==> src/rtl/adder_arbiter.sv <==
// Credit-based front end that shares one external CREDITS-stage adder between two requesters.
// Build macro ARB_FIXED_PRIORITY_EN selects fixed priority (requester 0 wins); default is round-robin.
module adder_arbiter #(
  parameter int CREDITS = 4,
  parameter int TAGW    = 1,
  localparam int CNTW   = $clog2(CREDITS + 1),
  localparam int PTRW   = (CREDITS > 1) ? $clog2(CREDITS) : 1
) (
  input  logic               clk,
  input  logic               rst,
  input  logic               req0_valid,
  output logic               req0_allow,
  input  logic [31:0]        req0_data1,
  input  logic [31:0]        req0_data2,
  input  logic               req0_cin,
  input  logic               req1_valid,
  output logic               req1_allow,
  input  logic [31:0]        req1_data1,
  input  logic [31:0]        req1_data2,
  input  logic               req1_cin,
  output logic               rsp0_valid,
  input  logic               rsp0_ready,
  output logic [31:0]        rsp0_res,
  output logic               rsp0_cout,
  output logic               rsp1_valid,
  input  logic               rsp1_ready,
  output logic [31:0]        rsp1_res,
  output logic               rsp1_cout,
  output logic [CREDITS-1:0] add_rst,
  output logic [CREDITS-1:0] add_stop,
  output logic               add_valid_in,
  output logic [31:0]        add_data1,
  output logic [31:0]        add_data2,
  output logic               add_cin,
  output logic               add_out_allow,
  input  logic               add_valid_out,
  input  logic [31:0]        add_res,
  input  logic               add_cout,
  output logic [CNTW-1:0]    inflight
);

  logic [1:0]      req_valid;
  logic [1:0]      rsp_ready;
  logic [1:0]      grant;
  logic [1:0]      allow;
  logic [1:0]      issue_v;
  logic [1:0]      rsp_valid;
  logic            issue_ok;
  logic            issue;
  logic            retire;
  logic            win_idx;
  logic            rsp_live;
  logic [CNTW-1:0] inflight_reg;
  logic [CNTW-1:0] inflight_next;
  logic [PTRW-1:0] wr_ptr_reg;
  logic [PTRW-1:0] wr_ptr_next;
  logic [PTRW-1:0] rd_ptr_reg;
  logic [PTRW-1:0] rd_ptr_next;
  logic [TAGW-1:0] tag_mem [CREDITS];
  logic [TAGW-1:0] head_tag;

  assign req_valid = {req1_valid, req0_valid};
  assign rsp_ready = {rsp1_ready, rsp0_ready};
  assign add_stop  = '1;
  assign add_rst   = {CREDITS{rst}};

  // A retire frees a credit in the same cycle, so a full pipeline keeps streaming.
  assign issue_ok = rst && ((inflight_reg < CNTW'(CREDITS)) || retire);

`ifdef ARB_FIXED_PRIORITY_EN
  always_comb begin
    grant = 2'b00;
    if (req_valid[0]) begin
      grant = 2'b01;
    end else if (req_valid[1]) begin
      grant = 2'b10;
    end
  end
`else
  // last_grant_reg = 1 means requester 1 was served last, so requester 0 wins the next tie.
  logic last_grant_reg;
  logic last_grant_next;

  always_comb begin
    grant = 2'b00;
    if (req_valid[0] && (!req_valid[1] || last_grant_reg)) begin
      grant = 2'b01;
    end else if (req_valid[1]) begin
      grant = 2'b10;
    end
  end

  always_comb begin
    last_grant_next = last_grant_reg;
    if (issue) begin
      last_grant_next = win_idx;
    end
  end

  always_ff @(posedge clk) begin
    if (!rst) begin
      last_grant_reg <= 1'b1;
    end else begin
      last_grant_reg <= last_grant_next;
    end
  end
`endif

  genvar gi;
  generate
    for (gi = 0; gi < 2; gi++) begin : g_port
      assign allow[gi]     = grant[gi] && issue_ok;
      assign issue_v[gi]   = req_valid[gi] && allow[gi];
      assign rsp_valid[gi] = rsp_live && (head_tag == TAGW'(gi));
    end
  endgenerate

  assign issue   = |issue_v;
  assign win_idx = grant[1];

  assign req0_allow   = allow[0];
  assign req1_allow   = allow[1];
  assign add_valid_in = issue;
  assign add_data1    = win_idx ? req1_data1 : req0_data1;
  assign add_data2    = win_idx ? req1_data2 : req0_data2;
  assign add_cin      = win_idx ? req1_cin   : req0_cin;

  // The oldest outstanding tag decides which requester the adder output belongs to.
  assign head_tag      = tag_mem[rd_ptr_reg];
  assign rsp_live      = rst && add_valid_out && (inflight_reg != '0);
  assign add_out_allow = rsp_ready[head_tag[0]];
  assign retire        = rsp_live && add_out_allow;

  assign rsp0_valid = rsp_valid[0];
  assign rsp1_valid = rsp_valid[1];
  assign rsp0_res   = add_res;
  assign rsp1_res   = add_res;
  assign rsp0_cout  = add_cout;
  assign rsp1_cout  = add_cout;
  assign inflight   = inflight_reg;

  function automatic logic [PTRW-1:0] ptr_inc(input logic [PTRW-1:0] p);
    return (p == PTRW'(CREDITS - 1)) ? '0 : p + PTRW'(1);
  endfunction

  always_comb begin
    inflight_next = inflight_reg;
    wr_ptr_next   = wr_ptr_reg;
    rd_ptr_next   = rd_ptr_reg;
    if (issue) begin
      wr_ptr_next = ptr_inc(wr_ptr_reg);
    end
    if (retire) begin
      rd_ptr_next = ptr_inc(rd_ptr_reg);
    end
    if (issue && !retire) begin
      inflight_next = inflight_reg + CNTW'(1);
    end else if (retire && !issue) begin
      inflight_next = inflight_reg - CNTW'(1);
    end
  end

  always_ff @(posedge clk) begin
    if (!rst) begin
      inflight_reg <= '0;
      wr_ptr_reg   <= '0;
      rd_ptr_reg   <= '0;
    end else begin
      inflight_reg <= inflight_next;
      wr_ptr_reg   <= wr_ptr_next;
      rd_ptr_reg   <= rd_ptr_next;
    end
  end

  always_ff @(posedge clk) begin
    if (issue) begin
      tag_mem[wr_ptr_reg] <= TAGW'(win_idx);
    end
  end

endmodule

==> config.mk <==
export PLATFORM = sky130hd
export DESIGN_NAME = adder_arbiter
export DESIGN_NICKNAME = d
export VERILOG_FILES = /design/src/rtl/adder_arbiter.sv
export SDC_FILE = /design/constraint.sdc
export NUM_CORES = 1
export LEC_CHECK = 0
export CORE_AREA = 10 10 115 117
export DETAILED_ROUTE_END_ITERATION = 8
export DIE_AREA = 0 0 125 127
export HOLD_SLACK_MARGIN = 0.12
export PLACE_DENSITY = 0.7
export SYNTH_ARGS = -nofsm -noshare
export SYNTH_HDL_FRONTEND = slang
export SYNTH_SLANG_ARGS = --single-unit
==> constraint.sdc <==
create_clock -name clk -period 3 [get_ports clk]
set_input_delay 0.75 -clock clk [delete_from_list [all_inputs] [get_ports clk]]
set_output_delay 0.75 -clock clk [all_outputs]
set_load 0.005 [all_outputs]
==> results of run 1 <==
worst max-delay path, delay by kind of cell:
family / cells / cell delay (ps)
muxes: 1 / 330
AOI/OAI and AO/OA: 1 / 180
buffers and inverters: 5 / 940
stage by stage:
step	std cells	util (%)	total power, uW	cell area, um^2	setup WS (ps)
floorplan	233	-	721	2180	291
global placement	524	36.6	1190	4070	-408
detailed placement	524	36.6	1200	4070	-411
CTS	539	38.5	1480	4280	1.92
global route	540	38.3	1560	4260	1.01
finish	540	38.3	1470	4260	46.6
layout by cell type, fill, tap and decap left out, types with 2 or more instances in the layout:
master | Yosys | routed
sky130_fd_sc_hd__a31oi_1 | 2 | 2
sky130_fd_sc_hd__dlymetal6s2s_1 | 0 | 2
sky130_fd_sc_hd__nor3_1 | 2 | 2
sky130_fd_sc_hd__clkbuf_16 | 0 | 3
sky130_fd_sc_hd__inv_1 | 6 | 5
sky130_fd_sc_hd__edfxtp_1 | 4 | 4
sky130_fd_sc_hd__buf_4 | 74 | 19
sky130_fd_sc_hd__conb_1 | 1 | 4
sky130_fd_sc_hd__clkdlybuf4s15_1 | 0 | 13
sky130_fd_sc_hd__o21ai_0 | 3 | 3
sky130_fd_sc_hd__o211ai_1 | 2 | 2
sky130_fd_sc_hd__nand3_1 | 5 | 5
sky130_fd_sc_hd__nand2b_1 | 2 | 2
sky130_fd_sc_hd__buf_6 | 0 | 3
sky130_fd_sc_hd__ha_1 | 6 | 6
sky130_fd_sc_hd__dlygate4sd2_1 | 0 | 45
sky130_fd_sc_hd__clkdlybuf4s50_1 | 0 | 143
sky130_fd_sc_hd__and4_1 | 4 | 4
sky130_fd_sc_hd__o2111ai_1 | 2 | 2
sky130_fd_sc_hd__nor4_1 | 2 | 2
sky130_fd_sc_hd__buf_12 | 0 | 4
sky130_fd_sc_hd__nor2b_1 | 2 | 2
sky130_fd_sc_hd__dfxtp_1 | 10 | 10
sky130_fd_sc_hd__buf_16 | 0 | 4
sky130_fd_sc_hd__nor2_1 | 2 | 2
sky130_fd_sc_hd__mux2_2 | 65 | 64
sky130_fd_sc_hd__clkbuf_2 | 0 | 11
sky130_fd_sc_hd__a21oi_1 | 4 | 3
layout make-up:
type | count | area, um^2 | area share, %
clock buffers | 3 | 75.1 | 1.76
clock inverters | 1 | 3.75 | 0.0880
inverters | 7 | 28.8 | 0.675
multi-input cells | 128 | 1250 | 29.4
flip-flops and latches | 14 | 320 | 7.51
well taps | 143 | 179 | 4.20
repair buffers | 244 | 2400 | 56.3
path summary, 6_finish.rpt:
check	slack [ps]	to	from	cells after the start
hold reg to reg	550	rd_ptr_reg[0]	rd_ptr_reg[0]	1
hold / removal	550	rd_ptr_reg[0]	rd_ptr_reg[0]	1
setup reg to reg	210	inflight[2]	tag_mem[3]	10
setup / recovery	50	add_data1[24]	req0_valid	7
what timing repair did:
action / CTS / global route
buffers inserted: 7 / 1
hold endpoints to repair: 0 / 0
cloned: 4 / 0
resized for setup: 93 / 25
pin swaps: 1 / 0
endpoints found under the setup margin: 70 / 30
power by group through the flow:
stage	logic, uW	clock network (uW)	registers (uW)
after floorplan	437	0	283
after global placement	896	0	290
after detailed placement	910	0	294
after CTS	937	255	292
after global routing	999	261	301
final	921	251	294
metal layers:
| layer | up-vias | share of wire [%] | wire length, um |
|---|---|---|---|
| li1 | 1070 | - | - |
| met1 | 1060 | 37 | 4190 |
| met2 | 139 | 51 | 5770 |
| met3 | 21 | 9.6 | 1090 |
| met4 | 0 | 2.5 | 282 |
| met5 | - | 0 | 0 |
cell families after synthesis:
group | Yosys count | share of synthesized area [%]
adders and majority gates | 7 | 4.39
and+or+nand+nor | 30 | 9.19
muxes | 68 | 36.3
xor gates and xnor gates | 2 | 0.809
DFF | 14 | 14.8
AOI/OAI and AO/OA | 17 | 5.26
other | 1 | 0.173
buffers and inverters | 91 | 29.1
==> run_summary.xml, run 1 <==
<?xml version="1.0" encoding="UTF-8"?>
<metrics>
  <group name="global_routing">
    <metric name="grt_use_met1" unit="%">13.5</metric>
    <metric name="busiest_layer" unit="">met2</metric>
    <metric name="global_route.overflow_total" unit="">0</metric>
    <metric name="track_usage" unit="%">12.9</metric>
    <metric name="groute.layer.met3.usage" unit="%">5.75</metric>
    <metric name="grt_pass1_wl" unit="mm">16.4</metric>
    <metric name="grt_start_max_net_pins" unit="">17</metric>
    <metric name="via_count_of_the_first_global_routing_pass" unit="">2558</metric>
    <metric name="antenna_violations_before_repair" unit="">0</metric>
    <metric name="met2_usage" unit="%">23.0</metric>
  </group>
  <group name="yosys">
    <metric name="syn_area_per_cell" unit="um^2">9.42</metric>
    <metric name="synth-seq-area-share" unit="%">14.8</metric>
    <metric name="share_of_async_settable_or_async_resettable_flops_after_synthesis" unit="%">0</metric>
    <metric name="yosysMostFrequentCell" unit="">sky130_fd_sc_hd__buf_4</metric>
    <metric name="synth_edf_count" unit="">4</metric>
    <metric name="synth_warnings" unit="">0</metric>
    <metric name="post-synth-top-area-cell" unit="">sky130_fd_sc_hd__mux2_2</metric>
    <metric name="yosys-top-cells-area" unit="">sky130_fd_sc_hd__mux2_2, sky130_fd_sc_hd__buf_4, sky130_fd_sc_hd__dfxtp_1, sky130_fd_sc_hd__edfxtp_1, sky130_fd_sc_hd__ha_1</metric>
    <metric name="netlist_area" unit="um^2">2170</metric>
    <metric name="primary_ff_master_synth" unit="">sky130_fd_sc_hd__dfxtp_1</metric>
    <metric name="netlist_top_cells_count" unit="">sky130_fd_sc_hd__buf_4, sky130_fd_sc_hd__mux2_2, sky130_fd_sc_hd__dfxtp_1</metric>
    <metric name="synth.distinct_cells" unit="">42</metric>
    <metric name="netlist.area_leader.share" unit="%">33.8</metric>
    <metric name="syn-instance-count" unit="">230</metric>
    <metric name="number_of_synthesized_register_bits" unit="">14</metric>
  </group>
  <group name="power_and_ir_drop">
    <metric name="internal_power" unit="uW">1010</metric>
    <metric name="pwr-share-comb" unit="%">62.8</metric>
    <metric name="switching_power" unit="uW">457</metric>
    <metric name="power.ir.vdd_worst" unit="mV">0.332</metric>
    <metric name="p_sw_share" unit="%">31.2</metric>
    <metric name="power_density" unit="nW/um^2">344</metric>
    <metric name="clockPowerShare" unit="%">17.1</metric>
    <metric name="leakagePower" unit="uW">0.00176</metric>
    <metric name="share_of_power_burned_in_registers" unit="%">20.1</metric>
  </group>
  <group name="route">
    <metric name="first_pass_iters" unit="">6</metric>
    <metric name="route.detailed.vias_per_inst" unit="">4.24</metric>
    <metric name="drc" unit="">0</metric>
    <metric name="antenna_violating_nets_post_route" unit="">0</metric>
    <metric name="routed_wire_length_per_instance" unit="um">21.0</metric>
    <metric name="initialDrtViolationCount" unit="">80</metric>
    <metric name="wirelength" unit="mm">11.3</metric>
    <metric name="num_vias" unit="">2290</metric>
  </group>
  <group name="finish">
    <metric name="n_antenna_cell" unit="">0</metric>
    <metric name="post_route_cells_drive_above_1_share" unit="%">30.0</metric>
    <metric name="fin_nets" unit="">575</metric>
    <metric name="synthToLayoutAreaGrowth" unit="%">96.9</metric>
    <metric name="n_fill_cell" unit="">1132</metric>
  </group>
  <group name="floorplanning">
    <metric name="boundaryPins" unit="">318</metric>
    <metric name="num_rows" unit="">39</metric>
    <metric name="floorplan.initialDensity" unit="%">19.5</metric>
    <metric name="chipHeight" unit="um">127</metric>
    <metric name="die_area" unit="um^2">15900</metric>
    <metric name="die_width" unit="um">125</metric>
    <metric name="design.core.area" unit="um^2">11100</metric>
  </group>
  <group name="timing">
    <metric name="drv_slew" unit="">0</metric>
    <metric name="finalHoldViolations" unit="">0</metric>
    <metric name="period_share" unit="%">98.4</metric>
    <metric name="setup_viol" unit="">0</metric>
    <metric name="setup_total_negative_slack" unit="ps">0</metric>
    <metric name="grt_setup_unrepaired" unit="">no</metric>
    <metric name="maximum_clock_frequency" unit="GHz">0.339</metric>
    <metric name="fin_hold_ws" unit="ps">552</metric>
    <metric name="period_needed" unit="ps">2950</metric>
    <metric name="finalClockSkew" unit="ps">0.687</metric>
  </group>
  <group name="critical_path">
    <metric name="critical-path-slowest-cell" unit="">sky130_fd_sc_hd__mux2_2</metric>
    <metric name="crit_chain" unit="">dlygate4sd2_1 -&gt; a21oi_4 -&gt; buf_6 -&gt; buf_12 -&gt; buf_12 -&gt; mux2_2 -&gt; dlygate4sd2_1</metric>
    <metric name="critical_path_class" unit="">primary input to output port</metric>
    <metric name="worst-endpoint-required" unit="ps">2250</metric>
    <metric name="timing.critical_path.arrival" unit="ps">2200</metric>
    <metric name="crit_path_start_kind" unit="">primary input</metric>
    <metric name="critical_path_peak_fanout" unit="">12</metric>
    <metric name="slowest_delay" unit="ps">330</metric>
    <metric name="worstSetupEndpointType" unit="">output port</metric>
  </group>
  <group name="cts">
    <metric name="cts_max_path_buffers" unit="">2</metric>
    <metric name="worstSkewPairLatency" unit="ps">240</metric>
    <metric name="tritoncts" unit="">yes</metric>
    <metric name="buffer_type_at_the_clock_tree_root" unit="">sky130_fd_sc_hd__clkbuf_16</metric>
    <metric name="htreeDepth" unit="">1</metric>
    <metric name="numClockSinks" unit="">14</metric>
    <metric name="post_cts_hold_buffer_count" unit="">0</metric>
    <metric name="clk_transition_reported_paths" unit="ps">50</metric>
    <metric name="tritoncts.num_buffers" unit="">3</metric>
  </group>
  <group name="place">
    <metric name="port_buffers" unit="">214</metric>
    <metric name="globalplace.congestion" unit="">0.783</metric>
    <metric name="place.detailed.hpwl" unit="mm">9.35</metric>
  </group>
  <group name="worst_hold_path">
    <metric name="kind_of_path_behind_the_tightest_hold_check" unit="">flop to flop</metric>
  </group>
  <group name="status">
    <metric name="outcome" unit="">finished clean</metric>
  </group>
  <group name="flow_run">
    <metric name="maxCapViolations" unit="">0</metric>
  </group>
</metrics>
No activity file was read; power rests on OpenSTA's default activity.
==> inputs of run 2 (changes only) <==
- CAP_MARGIN: default -> 10
- CTS_BUF_LIST: default -> sky130_fd_sc_hd__clkbuf_8 sky130_fd_sc_hd__clkbuf_16
==> results of run 2 <==
No change in the layout: final DEF, timing and power equal those of run 1.
==> inputs of run 3 (changes only) <==
- CAP_MARGIN: 10 -> default
- GPL_ROUTABILITY_DRIVEN: default -> 0
- HOLD_SLACK_MARGIN: 0.12 -> 0.06
==> results of run 3 <==
No change in the layout: final DEF, timing and power equal those of run 1.
==> edit (config.mk and constraints of run 1) <==
Add a define of `ARB_FIXED_PRIORITY_EN`.
--- a/src/rtl/adder_arbiter.sv
+++ b/src/rtl/adder_arbiter.sv
@@ -1,5 +1,7 @@
 // Credit-based front end that shares one external CREDITS-stage adder between two requesters.
 // Build macro ARB_FIXED_PRIORITY_EN selects fixed priority (requester 0 wins); default is round-robin.
+`define ARB_FIXED_PRIORITY_EN
+
 module adder_arbiter #(
   parameter int CREDITS = 4,
   parameter int TAGW    = 1,
Behaviour: not the same (a bounded check fails within 4 cycles, from zero or initial values and one cycle with rst low).
==> edit against run 1 <==
Count of clock-buffer cells in the layout grew 1. Sequential cell count down 1. Largest cell class unchanged. Setup slack improved by 0.0071 ns. Synthesized cell count fell by 7.4%. Final area fell by 3.7%. Routed wire length is 4.7% lower. Power fell by 15%. Final cell count is 3.7% lower. Critical path type unchanged. Highest routed layer unchanged. Critical endpoint is now req1_allow. Synthesized area is 6.4% lower.
==> edit: results (changes against run 1) <==
Status: complete, no violations
Placed Instance Area: 3860 sq um (-5.0%)
Final wirelength: 10800 microns (-4.7%)
Layout Nets: 555 (-3.5%)
Synth unique cells: 32 (-24%)
Main synth FF type: dfxtp_1
Clk Latency, worst-skew pair: 0.24 ns (about the same)
R2R Path Start: tag_mem[3]
Synth top area cells: mux2_2 36%, buf_4 27%, dfxtp_1 8.9%
First-pass DRT Iterations: 4 (-2)
Hold path startpoint: rd_ptr_reg[1]
Sequential area share after synthesis: 14.8% (+0.026 points)
Worst Hold Depth: 2 (+1)
Pin count of the biggest net entering global routing: 17 (unchanged)
Antenna violations before repair: 0 (unchanged)
Ys Warns: 0 (unchanged)
Register-to-register path setup slack: 0.19 ns (-0.02 ns)
Total Routing Usage GR: 12.5% (-0.36 points)
Detailed placement HPWL: 8890 microns (-5.0%)
Worst-path maximum fanout: 3 (-9)
RD Place Congestion: 0.806 (+3.0%)
CTS Buf Count: 3 (unchanged)
Max clock buf depth: 2 (unchanged)
Arr. time, crit path: 2.20 ns (about the same)
Worst R2R Path Depth: 11 (+1)
Clock skew: 0.00464 ns (+0.00395 ns)
Via density: 4.06 (-4.3%)
First-pass GRT wire length: 15900 microns (-3.2%)
Most instantiated cells after synthesis: 74 x buf_4, 65 x mux2_2, 9 x dfxtp_1
Share of the synthesized area in the top cell type: 36.1% (+2.3 points)
Root buffer cell: clkbuf_16
H-Tree Depth: 1 (unchanged)
Max IR drop VDD: 0.000219 V (-34%)
PortBufs: 214 (unchanged)
Share of layout cells above drive strength 1: 29.2% (-0.80 points)
Worst min path class: flip-flop to flip-flop
Clock transition at path regs: 0.04 ns
RR Endpoint: inflight[2]
Post-synth ARST share: 0% (unchanged)
EDFF count, synth: 4 (unchanged)
Vias in the first global route: 2503 (-2.2%)
Static Leak: 1.75 nW (-0.57%)
Number of diodes: 0 (unchanged)
Hold Path End: rd_ptr_reg[1]
Initial DRC Count: 41 (-49%)
==> edit: cell count changes after synthesis, moves of 4 or more <==
cell / run 1 / this run
mux2i_1: 1 / 5
nand2_1: 1 / 5
nand3_1: 5 / 0
and4_1: 4 / 0
and2_1: 1 / 5
==> edit: worst max-delay path by stage <==
stage | startpoint | to | slack (ns) | depth (start not counted)
floorplan | rst | inflight[2] | 0.27 | 9
global placement | req1_valid | add_data1[2] | -0.33 | 5
detailed placement | req1_valid | add_data1[0] | -0.35 | 5
CTS | req1_valid | add_data1[0] | -0.02 | 7
global route | rst | req1_allow | -0.008 | 6
finish | add_valid_out | req1_allow | 0.05 | 6
==> edit: stage by stage <==
step	hold slack, ns	setup TNS (ns)	power [mW]	setup slack, ns	cells
2_1_floorplan	0.458	0	0.616	0.274	216
3_3_place_gp	0.479	-17.08	0.995	-0.332	500
3_5_place_dp	0.499	-19.04	1.01	-0.352	500
4_1_cts	0.506	-0.0272	1.28	-0.0228	521
5_1_grt	0.531	-0.00818	1.34	-0.00818	520
6_report	0.498	0	1.25	0.0537	520
==> edit: kinds of logic after synthesis <==
| group | synth area share [%] |
|---|---|
| AO/OA/AOI/OAI | 3.40 |
| XOR/XNOR | 0.864 |
| flip-flops | 14.8 |
| buffers and inverters | 31.0 |
| multiplexers | 39.7 |
| other | 0.185 |
| adder cells (fa/ha/maj) | 4.69 |
| AND/OR/NAND/NOR | 5.37 |
==> edit: repair_timing <==
action | CTS | global route
endpoints found under the setup margin | 68 | 24
pin swaps | 2 | 0
cloned | 4 | 0
buffers inserted | 13 | 0
resized for setup | 93 | 13
==> edit: final cells by class <==
type,count,area (sq um)
flip-flops and latches,13,300
multi-input cells,113,1130
inverters,7,26.3
repair buffers,240,2390
well taps,143,179
clock buffers,4,78.8
fillers,1114,7020
==> edit: metal layers <==
metal | GRT usage [%] | share of wire (%)
met3 | 7.07 | 13
met5 | 0 | 0
met1 | 12.6 | 35
met2 | 22.9 | 51
met4 | 1.29 | 0.31
==> edit: power by group <==
group	internal, mW	total, mW	switching [mW]	leakage (nW)
Sequential	0.227	0.276	0.0487	0.111
Clock	0.179	0.246	0.0669	0.0382
Combinational	0.482	0.725	0.243	1.60
Total	0.888	1.25	0.359	1.75
==> edit: worst max-delay path: stages <==
cell and delay [ns]:
clkdlybuf4s50_1 0.50, o311ai_1 0.14, or2_1 0.27, buf_4 0.15, a21oi_1 0.13, dlygate4sd2_1 0.25
